`src/rtl/ex_div_if.sv`:
```
// ex_div_if: request/response bundle for the iterative divider.
// Signals:
//   start_i, abort_i                 issue / flush controls
//   op_i, dividend_i, divisor_i      funct3 and operands of the request
//   reg_waddr_i                      destination register of the request
//   result_o, ready_o                result and its one-cycle valid pulse
//   busy_o                           divider not idle
//   reg_waddr_o                      destination register of the result
// The master modport belongs to the requester; the slave modport to ex_div.
interface ex_div_if;
  localparam int unsigned XLEN   = 32;
  localparam int unsigned AREG_W = 5;
  localparam int unsigned OP_W   = 3;

  logic              start_i;
  logic              abort_i;
  logic [OP_W-1:0]   op_i;
  logic [XLEN-1:0]   dividend_i;
  logic [XLEN-1:0]   divisor_i;
  logic [AREG_W-1:0] reg_waddr_i;
  logic [XLEN-1:0]   result_o;
  logic              ready_o;
  logic              busy_o;
  logic [AREG_W-1:0] reg_waddr_o;

  modport master (
    output start_i, abort_i, op_i, dividend_i, divisor_i, reg_waddr_i,
    input  result_o, ready_o, busy_o, reg_waddr_o
  );

  modport slave (
    input  start_i, abort_i, op_i, dividend_i, divisor_i, reg_waddr_i,
    output result_o, ready_o, busy_o, reg_waddr_o
  );
endinterface

```
`src/rtl/ex_div.sv`:
```
// ex_div: 32-bit RISC-V DIV/DIVU/REM/REMU unit, restoring division, one
// quotient bit per cycle (IDLE -> START -> CALC x32 -> END).
// Ports:
//   clk_i    clock, rising edge
//   rst_n_i  asynchronous active-low reset
//   bus      ex_div_if.slave (start/abort/op/operands/waddr in;
//            result/ready/busy/waddr out, all registered)
// Configuration:
//   DIV_FAST_ZERO_EN  when defined, a zero divisor skips CALC and goes from
//                     START straight to END (same results, shorter latency).
module ex_div (
  input  logic     clk_i,
  input  logic     rst_n_i,
  ex_div_if.slave  bus
);
  localparam int unsigned XLEN   = 32;
  localparam int unsigned AREG_W = 5;
  localparam int unsigned OP_W   = 3;
  localparam int unsigned CNT_W  = 6;
  localparam int unsigned LAST_ITER = XLEN - 1;

  typedef enum logic [1:0] {
    S_IDLE  = 2'd0,
    S_START = 2'd1,
    S_CALC  = 2'd2,
    S_END   = 2'd3
  } state_e;

  state_e            state_q, state_d;
  logic [CNT_W-1:0]  cnt_q, cnt_d;
  logic [OP_W-1:0]   op_q, op_d;
  logic [AREG_W-1:0] waddr_q, waddr_d;
  logic [XLEN-1:0]   a_orig_q, a_orig_d;
  logic [XLEN-1:0]   quo_q, quo_d;
  logic [XLEN-1:0]   rem_q, rem_d;
  logic [XLEN-1:0]   div_q, div_d;
  logic              neg_quo_q, neg_quo_d;
  logic              neg_rem_q, neg_rem_d;
  logic              div_zero_q, div_zero_d;
  logic [XLEN-1:0]   result_q, result_d;
  logic [AREG_W-1:0] waddr_out_q, waddr_out_d;
  logic              ready_q, ready_d;
  logic              busy_q, busy_d;

  // op decode: bit1 selects remainder, bit0 unsigned; signed only for M-ext ops
  logic op_rem_c, op_signed_c;
  assign op_rem_c    = op_q[1];
  assign op_signed_c = op_q[2] & ~op_q[0];

  // Sign of operands as held in quo_q/div_q during START
  logic a_neg_c, b_neg_c;
  assign a_neg_c = op_signed_c & quo_q[XLEN-1];
  assign b_neg_c = op_signed_c & div_q[XLEN-1];

  // One restoring step: shift next dividend bit in, subtract if it fits
  logic [XLEN:0]   trial_c;
  logic [XLEN:0]   diff_c;
  logic            fits_c;
  logic [XLEN-1:0] step_quo_c;
  logic [XLEN-1:0] step_rem_c;
  assign trial_c    = {rem_q, quo_q[XLEN-1]};
  assign diff_c     = trial_c - {1'b0, div_q};
  assign fits_c     = (trial_c >= {1'b0, div_q});
  assign step_quo_c = {quo_q[XLEN-2:0], fits_c};
  assign step_rem_c = fits_c ? diff_c[XLEN-1:0] : trial_c[XLEN-1:0];

  // Final result after the last step, including divide-by-zero override
  logic [XLEN-1:0] zero_res_c;
  logic [XLEN-1:0] quo_fin_c;
  logic [XLEN-1:0] rem_fin_c;
  logic [XLEN-1:0] fin_res_c;
  assign zero_res_c = op_rem_c ? a_orig_q : '1;
  assign quo_fin_c  = neg_quo_q ? (XLEN'(0) - step_quo_c) : step_quo_c;
  assign rem_fin_c  = neg_rem_q ? (XLEN'(0) - step_rem_c) : step_rem_c;
  assign fin_res_c  = div_zero_q ? zero_res_c : (op_rem_c ? rem_fin_c : quo_fin_c);

  // Next-state and register updates
  always_comb begin
    state_d     = state_q;
    cnt_d       = cnt_q;
    op_d        = op_q;
    waddr_d     = waddr_q;
    a_orig_d    = a_orig_q;
    quo_d       = quo_q;
    rem_d       = rem_q;
    div_d       = div_q;
    neg_quo_d   = neg_quo_q;
    neg_rem_d   = neg_rem_q;
    div_zero_d  = div_zero_q;
    result_d    = result_q;
    waddr_out_d = waddr_out_q;

    case (state_q)
      S_IDLE: begin
        if (bus.start_i && !bus.abort_i) begin
          state_d  = S_START;
          op_d     = bus.op_i;
          waddr_d  = bus.reg_waddr_i;
          a_orig_d = bus.dividend_i;
          quo_d    = bus.dividend_i;
          div_d    = bus.divisor_i;
        end
      end

      S_START: begin
        if (bus.abort_i) begin
          state_d = S_IDLE;
        end else begin
          // Work on magnitudes; signs are restored at the end
          quo_d      = a_neg_c ? (XLEN'(0) - quo_q) : quo_q;
          div_d      = b_neg_c ? (XLEN'(0) - div_q) : div_q;
          neg_quo_d  = a_neg_c ^ b_neg_c;
          neg_rem_d  = a_neg_c;
          div_zero_d = (div_q == '0);
          rem_d      = '0;
          cnt_d      = '0;
          state_d    = S_CALC;
`ifdef DIV_FAST_ZERO_EN
          if (div_q == '0) begin
            state_d     = S_END;
            result_d    = zero_res_c;
            waddr_out_d = waddr_q;
          end
`endif
        end
      end

      S_CALC: begin
        if (bus.abort_i) begin
          state_d = S_IDLE;
        end else begin
          quo_d = step_quo_c;
          rem_d = step_rem_c;
          cnt_d = cnt_q + CNT_W'(1);
          if (cnt_q == CNT_W'(LAST_ITER)) begin
            state_d     = S_END;
            result_d    = fin_res_c;
            waddr_out_d = waddr_q;
          end
        end
      end

      S_END: begin
        state_d = S_IDLE;
      end

      default: begin
        state_d = S_IDLE;
      end
    endcase

    ready_d = (state_d == S_END);
    busy_d  = (state_d != S_IDLE);
  end

  // State and datapath registers
  always_ff @(posedge clk_i or negedge rst_n_i) begin
    if (!rst_n_i) begin
      state_q     <= S_IDLE;
      cnt_q       <= '0;
      op_q        <= '0;
      waddr_q     <= '0;
      a_orig_q    <= '0;
      quo_q       <= '0;
      rem_q       <= '0;
      div_q       <= '0;
      neg_quo_q   <= 1'b0;
      neg_rem_q   <= 1'b0;
      div_zero_q  <= 1'b0;
      result_q    <= '0;
      waddr_out_q <= '0;
      ready_q     <= 1'b0;
      busy_q      <= 1'b0;
    end else begin
      state_q     <= state_d;
      cnt_q       <= cnt_d;
      op_q        <= op_d;
      waddr_q     <= waddr_d;
      a_orig_q    <= a_orig_d;
      quo_q       <= quo_d;
      rem_q       <= rem_d;
      div_q       <= div_d;
      neg_quo_q   <= neg_quo_d;
      neg_rem_q   <= neg_rem_d;
      div_zero_q  <= div_zero_d;
      result_q    <= result_d;
      waddr_out_q <= waddr_out_d;
      ready_q     <= ready_d;
      busy_q      <= busy_d;
    end
  end

  assign bus.result_o    = result_q;
  assign bus.ready_o     = ready_q;
  assign bus.busy_o      = busy_q;
  assign bus.reg_waddr_o = waddr_out_q;
endmodule

```
`src/flat_wrapper.sv`:
```
// flat-port wrapper written by rule: the top's interface ports become plain ports
module ex_div_flat 
  (clk_i, rst_n_i, bus_start_i, bus_abort_i, bus_op_i, bus_dividend_i, bus_divisor_i, bus_reg_waddr_i, bus_result_o, bus_ready_o, bus_busy_o, bus_reg_waddr_o);
  ex_div_if bus_i ();
  input  logic clk_i;
  input  logic rst_n_i;
  input wire logic [$bits(bus_i.start_i)-1:0] bus_start_i;
  input wire logic [$bits(bus_i.abort_i)-1:0] bus_abort_i;
  input wire logic [$bits(bus_i.op_i)-1:0] bus_op_i;
  input wire logic [$bits(bus_i.dividend_i)-1:0] bus_dividend_i;
  input wire logic [$bits(bus_i.divisor_i)-1:0] bus_divisor_i;
  input wire logic [$bits(bus_i.reg_waddr_i)-1:0] bus_reg_waddr_i;
  output wire logic [$bits(bus_i.result_o)-1:0] bus_result_o;
  output wire logic [$bits(bus_i.ready_o)-1:0] bus_ready_o;
  output wire logic [$bits(bus_i.busy_o)-1:0] bus_busy_o;
  output wire logic [$bits(bus_i.reg_waddr_o)-1:0] bus_reg_waddr_o;
  assign bus_i.start_i = bus_start_i;
  assign bus_i.abort_i = bus_abort_i;
  assign bus_i.op_i = bus_op_i;
  assign bus_i.dividend_i = bus_dividend_i;
  assign bus_i.divisor_i = bus_divisor_i;
  assign bus_i.reg_waddr_i = bus_reg_waddr_i;
  assign bus_result_o = bus_i.result_o;
  assign bus_ready_o = bus_i.ready_o;
  assign bus_busy_o = bus_i.busy_o;
  assign bus_reg_waddr_o = bus_i.reg_waddr_o;
  ex_div u_core (.clk_i(clk_i), .rst_n_i(rst_n_i), .bus(bus_i));
endmodule
```
`config.mk`:
```
export PLATFORM = sky130hd
export DESIGN_NAME = ex_div_flat
export DESIGN_NICKNAME = d
export VERILOG_FILES = /design/src/rtl/ex_div_if.sv /design/src/rtl/ex_div.sv /design/src/flat_wrapper.sv
export SDC_FILE = /design/constraint.sdc
export NUM_CORES = 1
export LEC_CHECK = 0
export BUFFER_PORTS_ARGS = -buffer_cell sky130_fd_sc_hd__buf_2
export CORE_MARGIN = 10
export CORE_UTILIZATION = 55
export DETAILED_ROUTE_END_ITERATION = 8
export PLACE_DENSITY = 0.77
export SYNTH_ARGS = -nofsm -noshare
export SYNTH_HDL_FRONTEND = slang
export SYNTH_SLANG_ARGS = --single-unit
export TNS_END_PERCENT = 1
```
`constraint.sdc`:
```
create_clock -name clk_i -period 5.5 [get_ports clk_i]
set_input_delay 0.275 -clock clk_i [delete_from_list [all_inputs] [get_ports clk_i]]
set_output_delay 0.275 -clock clk_i [all_outputs]
set_load 0.1 [all_outputs]
```
# Word level (Yosys, flattened, before mapping)
# Index checks and enable logic that the tools add are counted.
dict set report totals {
  ff_bits 186
  latchBits 0
  ramBits 0
  mem_bits_ro 0
  input_bits 76
  memories 0
}
dict set report classes {
  addsub 6
  multipliers 0
  div 0
  n_lt_le_gt_ge 1
  eq_ne 10
  shifts 0
  mux 26
  n_bitwise 6
  reduce_logical 14
}
# operator count
set op_table {}
lappend op_table {{32-bit 2-to-1 mux} 15}
lappend op_table {{32-bit case mux with 2 select lines} 2}
lappend op_table {{1-bit by 32-bit subtractor with 32-bit output (first input constant)} 4}
lappend op_table {{32-bit case mux with 3 select lines} 1}
lappend op_table {{33-bit by 32-bit >= comparator with 1-bit output} 1}
lappend op_table {{32-bit zero test} 1}
lappend op_table {{32-bit subtractor} 1}
lappend op_table {{6-bit 2-to-1 mux} 2}
lappend op_table {{6-bit case mux with 2 select lines} 1}
lappend op_table {{2-bit 2-to-1 mux} 4}
lappend op_table {{2-bit case mux with 4 select lines} 1}
lappend op_table {{6-bit by 1-bit adder with 6-bit output (second input constant)} 1}
lappend op_table {{2-bit equality test (second input constant)} 3}
lappend op_table {{6-bit by 5-bit equality test with 1-bit output (second input constant)} 1}
lappend op_table {{2-bit by 1-bit != test with 1-bit output (second input constant)} 3}
lappend op_table {{3-bit AND reduction} 2}
lappend op_table {{2-bit nonzero test} 3}
lappend op_table {{5-bit AND reduction} 1}
lappend op_table {{2-bit != test (second input constant)} 2}
lappend op_table {{2-bit AND reduction} 2}
lappend op_table {{4-bit AND reduction} 1}
lappend op_table {{1-bit AND} 3}
lappend op_table {{3-bit nonzero test} 1}
lappend op_table {{2-bit by 1-bit equality test with 1-bit output (second input constant)} 1}
lappend op_table {{other kinds (5)} 6}

# Depth between registers and ports, before layout
# Gate-level depths: netlist of run 1.
dict set report depth {
  depth_word 6
  depth_mapped 25
}

# Worst setup path before layout of run 1
# No wires, ideal clock.
dict set report synth_timing {
  kind {flip-flop to flip-flop}
  from {reg u_core.rem_q[5]}
  to {reg u_core.result_q[28], in the netlist u_core.bus.result_o[28]}
  t_arrival_ns 5.391
  required_time_ns 5.374
  path_slack_ns -0.017
  stages_incl_launch_ff 24
  synth_period_minus_slack_ns 5.517
  cell_sequence {dfrtp_1 ha_1 buf_2 a21oi_1 o21ai_0 a221o_1 o211ai_2 a31oi_4 inv_2 clkbuf_1 clkbuf_1 buf_1 mux2i_1 ha_1 nand2_1 a211oi_1 o21ai_0 mux2_2 a221oi_1 nand4_1 o41ai_2 xor2_1 a211oi_1 o21ai_1}
}
dict set report synth_between {
  elab_chain_cells 6
  word_cells_on_any_way 9
}
# item line_no
set synth_lines {}
lappend synth_lines {{from (decl)} ex_div.sv:35} ;# logic [XLEN-1:0] rem_q, rem_d;
lappend synth_lines {{from (signal assigned)} ex_div.sv:181} ;# rem_q <= rem_d;
lappend synth_lines {{32-bit subtractor or 33-bit by 32-bit >= comparator with 1-bit output (tied branches)} {ex_div.sv:62, ex_div.sv:63}}
lappend synth_lines {{32-bit 2-to-1 mux} ex_div.sv:65} ;# assign step_rem_c = fits_c ? diff_c[XLEN-1:0] : trial_c[XLEN-1:0];
lappend synth_lines {{1-bit by 32-bit subtractor with 32-bit output} ex_div.sv:74} ;# assign rem_fin_c = neg_rem_q ? (XLEN'(0) - step_rem_c) : step_rem_c;
lappend synth_lines {{32-bit 2-to-1 mux} ex_div.sv:74}
lappend synth_lines {{32-bit 2-to-1 mux * (2 in series)} ex_div.sv:75} ;# assign fin_res_c = div_zero_q ? zero_res_c : (op_rem_c ? rem_fin_c : quo_fin_c);
lappend synth_lines {{to (signal assigned)} ex_div.sv:186} ;# result_q <= result_d;
lappend synth_lines {{to (decl)} ex_div.sv:40} ;# logic [XLEN-1:0] result_q, result_d;
# Every way passes the cells marked *; elsewhere a longest branch is shown, timed or not.
# A chain may end at the register's enable or synchronous reset.

# Worst setup path after layout of run 1
dict set report layout_timing {
  from {reg u_core.div_q[7]}
  to {reg u_core.result_q[28], in the netlist u_core.bus.result_o[28]}
}
dict set report layout_between {
  elab_chain_cells 6
  word_cells_on_any_way 9
}
# item line_no
set layout_lines {}
lappend layout_lines {{from (decl)} ex_div.sv:36} ;# logic [XLEN-1:0] div_q, div_d;
lappend layout_lines {{from (signal assigned)} ex_div.sv:182} ;# div_q <= div_d;
lappend layout_lines {{32-bit subtractor or 33-bit by 32-bit >= comparator with 1-bit output (tied branches)} {ex_div.sv:62, ex_div.sv:63}}
lappend layout_lines {{32-bit 2-to-1 mux} ex_div.sv:65}
lappend layout_lines {{1-bit by 32-bit subtractor with 32-bit output} ex_div.sv:74}
lappend layout_lines {{32-bit 2-to-1 mux} ex_div.sv:74}
lappend layout_lines {{32-bit 2-to-1 mux * (2 in series)} ex_div.sv:75}
# Marks and branches as above.

==> results.env, run 1 <==
STATUS='finished, final reports clean'
SYNTH_EDF_COUNT=0
SYNTHCELLS=1642
UTILIZATION_PCT=62.2
GRT_PASS1_WL_UM=67100
MOST_COMMON_CELL_AFTER_LAYOUT_FILL_AND_TAPS_ASIDE='nand2_1'
TIMING.CRITICAL_PATH.MAX_DELAY_FAMILY='compound AO/OA/AOI/OAI gates'
FINALSETUPVIOLCOUNT=0
POWER_LEAKAGE_nW=6.31
SLEW_VIOLATIONS=0
MIN_PATH_TYPE='in -> reg'
POST-ROUTE-WORST-SETUP-SLACK_NS=0.405
GRT_START_MAX_NET_PINS=79
DIE_AREA_MM2=0.0309
GRT_PASS1_VIAS=12000
WORSTMARGINPINSLEW_NS=1.14
MAX_CLOCK_FREQ_GHz=0.196
GRT_ANTENNA_BEFORE_REPAIR=0
CLOCK_SINK_COUNT=186
ANT_NETS=0
FINAL_SETUP_SKEW_NS=0.0176
VDD.IR_DROP.WORST_V=0.000834
WORST-SETUP-PATH-TYPE='reg -> reg'
CP_DATA_ARRIVAL_TIME_NS=5.43
DIE-WIDTH_UM=176
CTS_BUFFERS=17
WORSTPATHMAXFANOUT=10
INITIAL_CORE_UTIL_PCT=56.4
KIND_OF_START_POINT_OF_THE_CRITICAL_PATH='flip-flop'
MAX_CAP_VIOLATIONS=0
DESIGN.CORE.AREA_MM2=0.0237
HOLD_START='bus_op_i[1]'
GLOBALROUTE.TOTALOVERFLOW=0
TOTALPOWERFINAL_mW=7.25
HOLD_SLACK_NS=0.0473
POSTSYNTH.ASYNCRESETSHARE_PCT=100
POWER.DENSITY_CELL_AREA_mW_PER_MM2=492
VIA_COUNT=12900
GPL.FINAL_WEIGHTED_CONGESTION=1.00
LAYOUT-AREA-OVERHEAD-VS-SYNTH_PCT=10.4
DIE_H_UM=176
SYNTH_TOP_FLOP_CELL='dfrtp_1'
CP-STARTPOINT='u_core.div_q[7]$_DFFE_PN0P_'
POST_ROUTE_CELLS_DRIVE_ABOVE_1_SHARE_PCT=14.4
YOSYS_WARNINGS=0
DRT_ITER0_DRC=1410
SYN_AVG_CELL_AREA_UM2=8.13
FIRST_PASS_ITERS=6
CP.BUFFERS_INVERTERS=2
CTS_MAX_PATH_BUFFERS=2
ROOT_BUFFER='clkbuf_16'
CPPEAKSTAGEDELAY_NS=0.51
HTREE_LEVELS=4
CRITPATHREQUIREDTIME_NS=5.84
TIMING.RR.START='u_core.div_q[7]$_DFFE_PN0P_'
FIN_SETUP_TNS_NS=0
YS_FF_LATCH=186
CRIT_CHAIN='inv_1 -> ha_1 -> nand4_1 -> nor3_1 -> a41o_1 -> nor2_1 -> a31oi_4 -> inv_2 -> mux2i_1 -> ha_1 -> nand2_1 -> a211oi_1 -> o21ai_0 -> mux2_2 -> a221oi_4 -> nand4_1 -> o41ai_2 -> xor2_1 -> a211oi_1 -> o21ai_1'
PERIOD_MINUS_WS_FINAL_NS=5.09
WL_FINAL_UM=42000
MOST_USED_CELLS_IN_THE_LAYOUT_EXCLUDING_FILL_AND_TAP_CELLS='nand2_1, o21ai_0, dfrtp_1'
GRT.TOTAL_USAGE_PCT=26.6
YOSYS.CELL_TYPES.COUNT=79
ROUTEDWLPERCELL_UM=20.9
TIMING_HOLD_VIOLATIONS_FINAL=0
CTS.CLK_SLEW.WORST_PATHS_NS=0.08
VIA_COUNT_NORMALIZED_BY_INSTANCE_COUNT=6.44
ROWS=56
END_KIND='flip-flop'
SYNTH_TOP_CELL_BY_AREA='dfrtp_1'
SYNTH_TOP_AREA_SHARE_PCT=34.9
CTS_TREE='built'
DETAILEDPLACEMENTHPWL_UM=30700
NETS=1792
CRITICAL-PATH-SLOWEST-CELL='ha_1'
DP_WORST_SETUP_SLACK_NS=0.381
TOP_LEVEL_PORTS=115
CLK_LATENCY_NS=0.45
TIMING.MAX_SLEW.REL_SLACK_PCT=24.2
POST_ROUTE_FRACTION_OF_THE_PERIOD_CONSUMED_BY_THE_CRITICAL_PATH_PCT=92.6
NETLIST_TOP_CELLS_AREA='dfrtp_1, o21ai_0, nand2_1'
SYNTH_FP_NETS=1759
SYNTH.YOSYS.SEQ_AREA_SHARE_PCT=34.9
PLACE.PORT_BUFFERS=114
DRCVIOLATIONCOUNT=0
SYNTHESIS.AREA_MM2=0.0133
==> cell usage after synthesis, types with 6 or more instances <==
master      n
nand2_1   235
o221ai_1    7
and3_1     10
nor4_1     12
a31oi_1    10
a21o_1     18
a221oi_1    7
a22o_1     14
o31ai_1    14
mux2_2     46
o22ai_1    37
nand3_1    46
and2_1      6
buf_1      11
o211ai_1    9
mux2i_1    25
nand2b_1   12
clkbuf_1  108
nand3b_1   12
xnor2_1    57
o21ai_0   210
nor2b_1    18
or2_2       6
inv_1      47
xor2_1     31
a211oi_1    7
dfrtp_1   186
nor2_1     79
o41ai_1    11
a22oi_1    17
nand4_1    23
o311ai_0    7
a21oi_1   113
nor3b_1     6
or4_1      12
ha_1       40
nor3_1     29
or3_1      26
==> routing by layer <==
layer	track usage (%)	routed length [µm]
met1	37.4	18300
met3	6.63	4380
met4	7.98	1020
met5	0	0
met2	39.4	18300
==> per-stage QoR <==
| step | instances | cell area (µm²) |
|---|---|---|
| final | 2008 | 14700 |
| after floorplan | 1642 | 13400 |
| after global placement | 1973 | 14100 |
| after detailed placement | 1973 | 14100 |
| after global routing | 2007 | 14700 |
| after CTS | 2006 | 14700 |
==> layout make-up <==
type	instances	area (µm²)
Clock buffer	18	439
Antenna cell	1	2.50
Tap cell	319	399
Fill cell	2159	8950
Clock inverter	14	186
Sequential cell	186	4650
Inverter	49	184
Timing Repair Buffer	138	766
Multi-Input combinational cell	1283	8110
==> flip-flops by register name, indices dropped and copies added, names as in the netlist, 5 cells and up <==
name                    cells
u_core.quo_q               32
u_core.div_q               32
u_core.bus.reg_waddr_o      5
u_core.waddr_q              5
u_core.bus.result_o        32
u_core.a_orig_q            32
u_core.rem_q               32
u_core.cnt_q                6
==> final timing paths <==
check | depth (start not counted) | slack (ns) | end
worst max-delay path | 20 | 0.41 | u_core.bus.result_o[28]$_DFFE_PN0P_
max in group asynchronous | 3 | 3.87 | u_core.bus.result_o[5]$_DFFE_PN0P_
worst min-delay path | 2 | 0.05 | u_core.op_q[1]$_DFFE_PN0P_
worst min register to register | 2 | 0.47 | u_core.bus.reg_waddr_o[0]$_DFFE_PN0P_
worst max register to register | 20 | 0.41 | u_core.bus.result_o[28]$_DFFE_PN0P_
min in group asynchronous | 2 | 0.37 | u_core.div_q[4]$_DFFE_PN0P_
==> worst reg2reg max path, cell delays in order, from the launching register on <==
cell,delay [ns]
dfrtp_1,0.36
inv_1,0.10
ha_1,0.51
nand4_1,0.22
nor3_1,0.46
a41o_1,0.27
nor2_1,0.09
a31oi_4,0.20
inv_2,0.11
mux2i_1,0.28
ha_1,0.27
nand2_1,0.06
a211oi_1,0.20
o21ai_0,0.13
mux2_2,0.33
a221oi_4,0.28
nand4_1,0.26
o41ai_2,0.37
xor2_1,0.13
a211oi_1,0.25
o21ai_1,0.10
==> repair_timing <==
| item | 4_1_cts | 5_1_grt |
|---|---|---|
| setup buffers | 0 | 1 |
| endpoints found under the setup margin | 0 | 6 |
| resized for setup | 0 | 3 |
| hold buffers | 1 | 0 |
| endpoints found under the hold margin | 76 | 0 |
==> power by group <==
group          internal (mW)  leakage [nW]  switching (mW)
Combinational           1.31          3.64            2.20
Clock                  0.676         0.307           0.658
Sequential              1.77          2.37           0.638
==> cells by family after synthesis <==
| logic type | count (synthesis) | synth area share, % |
|---|---|---|
| flops | 186 | 34.9 |
| compound gates | 535 | 25.0 |
| xor+xnor | 88 | 5.77 |
| mux | 71 | 5.76 |
| simple gates | 548 | 19.8 |
| buf+inv | 173 | 4.91 |
| fa+ha+maj | 41 | 3.90 |
(Power assumes the default switching activity.)
==> run 2, diff against run 1 <==
--- a/config.mk
+++ b/config.mk
@@ -6,10 +6,11 @@
 export NUM_CORES = 1
 export LEC_CHECK = 0
 export BUFFER_PORTS_ARGS = -buffer_cell sky130_fd_sc_hd__buf_2
+export CAP_MARGIN = 0
 export CORE_MARGIN = 10
-export CORE_UTILIZATION = 55
+export CORE_UTILIZATION = 61
 export DETAILED_ROUTE_END_ITERATION = 8
-export PLACE_DENSITY = 0.77
+export PLACE_DENSITY = 0.81
 export SYNTH_ARGS = -nofsm -noshare
 export SYNTH_HDL_FRONTEND = slang
 export SYNTH_SLANG_ARGS = --single-unit
==> constraint.sdc (replaced) <==
create_clock -name clk_i -period 4.7 [get_ports clk_i]
set_input_delay 0.235 -clock clk_i [delete_from_list [all_inputs] [get_ports clk_i]]
set_output_delay 0.235 -clock clk_i [all_outputs]
set_load 0.1 [all_outputs]
==> results.env, run 2 (same netlist as run 1, synthesis figures left out) <==
STATUS='finished, final reports clean'
DETAILEDPLACEMENTHPWL_UM=32600
REG2REG_DEPTH=18
DESIGN.CORE.AREA_MM2=0.0217
DIE_AREA_MM2=0.0282
MAX_CLOCK_FREQ_GHz=0.221
AREA_OF_THE_MULTI_INPUT_GATES_MM2=0.00833
SEQUENTIAL_CELL_AREA_MM2=0.00465
DRT_ITER0_DRC=1620
FINALSETUPVIOLCOUNT=0
GRT_PASS1_VIAS=12600
CLOCK_SINK_COUNT=186
GLOBALROUTE.TOTALOVERFLOW=0
WORSTMARGINPINSLEW_NS=1.22
POWER_LEAKAGE_nW=6.70
ROOT_BUFFER='clkbuf_16'
ROUTEDWLPERCELL_UM=21.4
POWER.DENSITY_CELL_AREA_mW_PER_MM2=578
GRT.TOTAL_USAGE_PCT=29.9
HOLD-PATH-CELL-COUNT=2
VIA_COUNT=13400
CP_DATA_ARRIVAL_TIME_NS=4.91
MOST_COMMON_CELL_AFTER_LAYOUT_FILL_AND_TAPS_ASIDE='nand2_1'
POST_ROUTE_CELLS_DRIVE_ABOVE_1_SHARE_PCT=20.3
VDD.IR_DROP.WORST_V=0.000800
MOST_USED_CELLS_IN_THE_LAYOUT_EXCLUDING_FILL_AND_TAP_CELLS='nand2_1, o21ai_0, dfrtp_1'
WORSTPATHMAXFANOUT=11
GRT_START_MAX_NET_PINS=110
FIRST_PASS_ITERS=6
CTS_BUFFERS=17
RRSETUPSLACK_NS=0.17
MIN_PATH_TYPE='in -> reg'
END_KIND='flip-flop'
PLACE.PORT_BUFFERS=114
CTS_TREE='built'
HTREE_LEVELS=4
TOP_LEVEL_PORTS=115
TIMING_HOLD_VIOLATIONS_FINAL=0
SLEW_VIOLATIONS=0
POST_ROUTE_FRACTION_OF_THE_PERIOD_CONSUMED_BY_THE_CRITICAL_PATH_PCT=96.3
LAYOUT-AREA-OVERHEAD-VS-SYNTH_PCT=16.4
GRT_PASS1_WL_UM=68900
DPL_CELL_AREA_MM2=0.0147
CRITPATHREQUIREDTIME_NS=5.08
FIN_SETUP_TNS_NS=0
DPL.CELL_COUNT=2010
GPL.FINAL_WEIGHTED_CONGESTION=1.01
VIA_COUNT_NORMALIZED_BY_INSTANCE_COUNT=6.55
CTS_MAX_PATH_BUFFERS=2
TIMING.MAX_SLEW.REL_SLACK_PCT=18.3
INITIAL_CORE_UTIL_PCT=61.5
MAX_CAP_VIOLATIONS=0
LAYOUT.FILLER_CELLS=1755
ROWS=54
DIE-WIDTH_UM=168
PERIOD_MINUS_WS_FINAL_NS=4.53
DIE_H_UM=168
ANT_NETS=0
HOLD_SLACK_NS=0.00549
WL_FINAL_UM=43900
LAYOUT.CELL_AREA.NON_FILLER_MM2=0.0155
FINALNONFILLERCELLS=2050
WORST-SETUP-PATH-TYPE='reg -> reg'
CLK_LATENCY_NS=0.46
CTS.CLK_SLEW.WORST_PATHS_NS=0.08
FINAL_SETUP_SKEW_NS=0.0167
N_ANTENNA_CELL=0
KIND_OF_START_POINT_OF_THE_CRITICAL_PATH='flip-flop'
GRT_ANTENNA_BEFORE_REPAIR=2
UTILIZATION_PCT=71.7
NETS=1874
DRCVIOLATIONCOUNT=0
## run 2: changes by cell type in the layout (fill, tap and decap cells not counted), sizes merged
| cell | delta |
|---|---|
| diode | -1 |
| clkinv | +2 |
| inv | -1 |
| bufinv | -1 |
| buf | +82 |
## run 2: layout make-up
| type | count | share of cell area, % |
|---|---|---|
| Sequential cell | 186 | 29.9 |
| Clock buffer | 18 | 2.83 |
| Inverter | 49 | 1.20 |
| Clock inverter | 14 | 1.21 |
| Tap cell | 280 | 2.25 |
| Timing Repair Buffer | 220 | 8.97 |
| Multi-Input combinational cell | 1283 | 53.6 |
## run 2: per-layer routing
layer / part of all wire, % / vias to the layer above / wire length (µm) / global-route usage, %
li1: - / 6217 / - / -
met1: 42 / 6419 / 18600 / 41.2
met2: 44 / 690 / 19400 / 44.8
met3: 10 / 102 / 4610 / 7.61
met4: 2.9 / 2 / 1280 / 10.4
met5: 0.039 / - / 17 / 0
## run 2: through the flow
step                      worst slack, ns  power, mW
final                               0.173       8.99
after detailed placement          -0.0108       7.18
after floorplan                   -0.0257       5.68
after CTS                         0.00131       8.72
after global placement             0.0392       7.05
after global routing              -0.0703       9.54
## run 2: timing repair
item                                   4_1_cts  5_1_grt
setup endpoints to repair                    1       14
gates resized for setup                      1       42
setup buffers                                0        8
pin swaps                                    0       16
endpoints found under the hold margin      108        0
hold buffers                                 1        0
## run 2: worst paths after layout
kind | from | end
setup / recovery | u_core.div_q[30]$_DFFE_PN0P_ | u_core.bus.result_o[24]$_DFFE_PN0P_
hold / removal | bus_op_i[0] | u_core.op_q[0]$_DFFE_PN0P_
setup reg to reg | u_core.div_q[30]$_DFFE_PN0P_ | u_core.bus.result_o[24]$_DFFE_PN0P_
hold reg to reg | u_core.waddr_q[4]$_DFFE_PN0P_ | u_core.bus.reg_waddr_o[4]$_DFFE_PN0P_
max in group asynchronous | rst_n_i | u_core.quo_q[18]$_DFFE_PN0P_
min in group asynchronous | rst_n_i | u_core.div_q[27]$_DFFE_PN0P_
## run 2: power by group
group / switching [mW] / total [mW] / internal [mW]
logic: 2.85 / 4.72 / 1.87
clock network: 0.798 / 1.55 / 0.748
registers: 0.653 / 2.72 / 2.07
## run 2: critical path, stage by stage (launching register included)
cell      delay, ns
dfrtp_1        0.35
inv_1          0.07
ha_1           0.31
a21o_1         0.20
a211o_1        0.33
a41o_1         0.27
nor2_4         0.14
a31oi_4        0.12
inv_4          0.12
buf_6          0.16
ha_2           0.22
nand4_1        0.12
nand2b_1       0.21
or3_1          0.37
or4_1          0.57
and3_1         0.21
o21ai_1        0.28
o221ai_1       0.23
o21ai_0        0.18
==> run 3, diff against run 2 <==
--- a/config.mk
+++ b/config.mk
@@ -5,12 +5,13 @@
 export SDC_FILE = /design/constraint.sdc
 export NUM_CORES = 1
 export LEC_CHECK = 0
+export ABC_AREA = 1
 export BUFFER_PORTS_ARGS = -buffer_cell sky130_fd_sc_hd__buf_2
 export CAP_MARGIN = 0
 export CORE_MARGIN = 10
-export CORE_UTILIZATION = 61
+export CORE_UTILIZATION = 62
 export DETAILED_ROUTE_END_ITERATION = 8
-export PLACE_DENSITY = 0.81
+export PLACE_DENSITY = 0.82
 export SYNTH_ARGS = -nofsm -noshare
 export SYNTH_HDL_FRONTEND = slang
 export SYNTH_SLANG_ARGS = --single-unit
==> constraint.sdc (replaced) <==
create_clock -name clk_i -period 4.7 [get_ports clk_i]
set_input_delay 0.94 -clock clk_i [delete_from_list [all_inputs] [get_ports clk_i]]
set_output_delay 0.94 -clock clk_i [all_outputs]
set_load 0.1 [all_outputs]
==> results.env, run 3 <==
STATUS='finished, final reports clean'
VIA_COUNT=15400
DESIGN.CORE.AREA_MM2=0.0226
SYNTH_TOP_CELL_BY_AREA='dfrtp_1'
GRT_PASS1_WL_UM=78100
GRT_ANTENNA_BEFORE_REPAIR=0
GRT_SETUP_UNREPAIRED='false'
CP.BUFFERS_INVERTERS=7
SYNTH.YOSYS.SEQ_AREA_SHARE_PCT=32.7
DIE-WIDTH_UM=172
TIMING.CRITICAL_PATH.MAX_DELAY_FAMILY='simple AND/OR/NAND/NOR gates'
PERIOD_MINUS_WS_FINAL_NS=4.23
POST_ROUTE_CELLS_DRIVE_ABOVE_1_SHARE_PCT=10.3
VDD.IR_DROP.WORST_V=0.000421
SLEW_VIOLATIONS=0
SYNTH_TOP_AREA_SHARE_PCT=32.7
GRTUSAGEMET3_PCT=5.11
TIMING_HOLD_VIOLATIONS_FINAL=0
MIN_PATH_TYPE='reg -> reg'
HTREE_LEVELS=4
SYNTH_FP_NETS=2303
MOST_USED_CELLS_IN_THE_LAYOUT_EXCLUDING_FILL_AND_TAP_CELLS='nand2_1, inv_1, o21ai_0'
FIN_SETUP_TNS_NS=0
INITIAL_CORE_UTIL_PCT=62.9
MAX_CAP_VIOLATIONS=0
POST_ROUTE_FRACTION_OF_THE_PERIOD_CONSUMED_BY_THE_CRITICAL_PATH_PCT=89.9
MOST_COMMON_CELL_AFTER_LAYOUT_FILL_AND_TAPS_ASIDE='nand2_1'
CTS_BUFFERS=17
NETLIST_TOP_CELLS_AREA='dfrtp_1, nand2_1, inv_1'
LAYOUT.FILLER_CELLS=1985
SYNTH_TOP_FLOP_CELL='dfrtp_1'
YOSYS.CELL_TYPES.COUNT=54
ROWS=55
CRITICAL-PATH-SLOWEST-CELL='dfrtp_1'
ROUTEDWLPERCELL_UM=19.3
TOP_LEVEL_PORTS=115
SYN_AVG_CELL_AREA_UM2=6.52
GLOBALROUTE.TOTALOVERFLOW=0
DRCVIOLATIONCOUNT=0
WORST-SETUP-PATH-TYPE='reg -> reg'
UTILIZATION_PCT=69.0
ROOT_BUFFER='clkbuf_16'
DRT_ITER0_DRC=1760
DETAILEDPLACEMENTHPWL_UM=37900
PATH_COMMON_CELL='nor2_1'
CTS_TREE='built'
CLK_LATENCY_NS=0.46
SYNTH_EDF_COUNT=0
CP-STARTPOINT='u_core.div_q[11]$_DFFE_PN0P_'
CTS_SETUP_BUFFERS=0
GRT.TOTAL_USAGE_PCT=33.4
ANT_NETS=0
CTS_RESIZED=0
GR_MET2_DEMAND_RESOURCE_PCT=58.2
GRT_PASS1_VIAS=14800
TIMING.RR.START='u_core.div_q[11]$_DFFE_PN0P_'
N_ANTENNA_CELL=0
CLOCK_SINK_COUNT=186
YS_FF_LATCH=186
WORSTPATHMAXFANOUT=29
CP_DATA_ARRIVAL_TIME_NS=4.62
CTS.CLK_SLEW.WORST_PATHS_NS=0.09
CTS_MAX_PATH_BUFFERS=2
POWER.DENSITY_CELL_AREA_mW_PER_MM2=587
CPPEAKSTAGEDELAY_NS=0.41
TIMING.MAX_SLEW.REL_SLACK_PCT=20.8
WL_FINAL_UM=49300
END_KIND='flip-flop'
PLACE.PORT_BUFFERS=114
DIE_AREA_MM2=0.0295
NETS=2374
YS_TOP_CELLS_BY_COUNT='nand2_1, inv_1, o21ai_0'
YOSYSMOSTFREQUENTCELL='nand2_1'
HOLD_START='u_core.bus.result_o[26]$_DFFE_PN0P_'
DIE_H_UM=172
SYNTHCELLS=2186
HOLD_BUFFERS_POST_CTS=0
VIA_COUNT_NORMALIZED_BY_INSTANCE_COUNT=6.02
WORSTMARGINPINSLEW_NS=1.19
YOSYS_WARNINGS=0
KIND_OF_START_POINT_OF_THE_CRITICAL_PATH='flip-flop'
FINALSETUPVIOLCOUNT=0
FINAL_SETUP_SKEW_NS=0.0220
GRT_START_MAX_NET_PINS=115
CRITPATHREQUIREDTIME_NS=5.10
BUSIEST_LAYER='met2'
FIRST_PASS_ITERS=6
LAYOUT-AREA-OVERHEAD-VS-SYNTH_PCT=9.55
GLOBALROUTEMET1UTIL_PCT=39.1
POWER_LEAKAGE_nW=8.12
MAX_CLOCK_FREQ_GHz=0.237
GPL.FINAL_WEIGHTED_CONGESTION=0.995
SYNTHESIS.AREA_MM2=0.0143
POSTSYNTH.ASYNCRESETSHARE_PCT=100
## run 3: cell types whose count changed in the layout (fill, tap and decap cells not counted), moves of 55 or more
cell      change
o211ai_1     +64
xnor2_1      -55
nor2_1      +136
buf_4        -82
nand3_1      +83
inv_1       +250
nand2_1     +346
## run 3: worst paths after layout
check / slack [ns] / endpoint / cells past startpoint
max in group asynchronous: 3.12 / u_core.rem_q[23]$_DFFE_PN0P_ / 2
min reg2reg: 0.48 / u_core.bus.result_o[26]$_DFFE_PN0P_ / 2
min in group asynchronous: 0.55 / u_core.div_q[5]$_DFFE_PN0P_ / 1
max: 0.47 / u_core.bus.result_o[12]$_DFFE_PN0P_ / 26
max reg2reg: 0.47 / u_core.bus.result_o[12]$_DFFE_PN0P_ / 26
min: 0.48 / u_core.bus.result_o[26]$_DFFE_PN0P_ / 2
## run 3: worst min-delay path, cell delays in order, from the launching register on
cell and delay, ns:
dfrtp_1 0.34, nand2_1 0.05, nand2_1 0.05
## run 3: routing by layer
layer  part of all wire (%)  wire [µm]  vias to the layer above
li1                       -          -                     7316
met1                     38      18800                     7148
met2                     49      24200                      754
met3                    7.5       3720                      160
met4                    5.2       2560                        0
met5                      0          0                        -
## run 3: kinds of logic (layout without fill, tap and decap cells)
family                     count (synthesis)  in the layout  synth area share [%]
and+or+nand+nor                         1043           1043                  31.2
buffers and inverters                    394            478                  11.0
xor gates and xnor gates                  27             27                  1.66
adders and majority gates                 41             41                  3.65
AOI/OAI and AO/OA                        495            495                  19.8
DFF                                      186            186                  32.7
## run 3: layout make-up
type,count,area (µm²),share of cell area (%)
multi-input cells,1606,8050,51.5
flip-flops and latches,186,4650,29.8
inverters,311,1170,7.48
repair buffers,135,737,4.72
clock buffers,17,425,2.72
well taps,285,357,2.28
clock inverters,15,225,1.44
## run 3: through the flow
stage	hold WS, ns	setup slack, ns	area [µm²]	instances	total power, mW
finish	0.481	0.474	15600	2555	9.17
global route	0.497	0.114	15600	2555	9.81
CTS	0.481	0.566	15600	2555	9.02
detailed placement	0.459	0.640	15000	2523	7.39
global placement	0.449	0.756	15000	2523	7.25
floorplan	0.437	1.28	14300	2186	6.02
## run 3: power by group
part	internal (mW)	leakage, nW	switching [mW]	total (mW)
Combinational	1.50	5.41	3.54	5.05
Sequential	2.09	2.40	0.408	2.49
Clock	0.796	0.313	0.832	1.63
Total	4.38	8.12	4.78	9.17
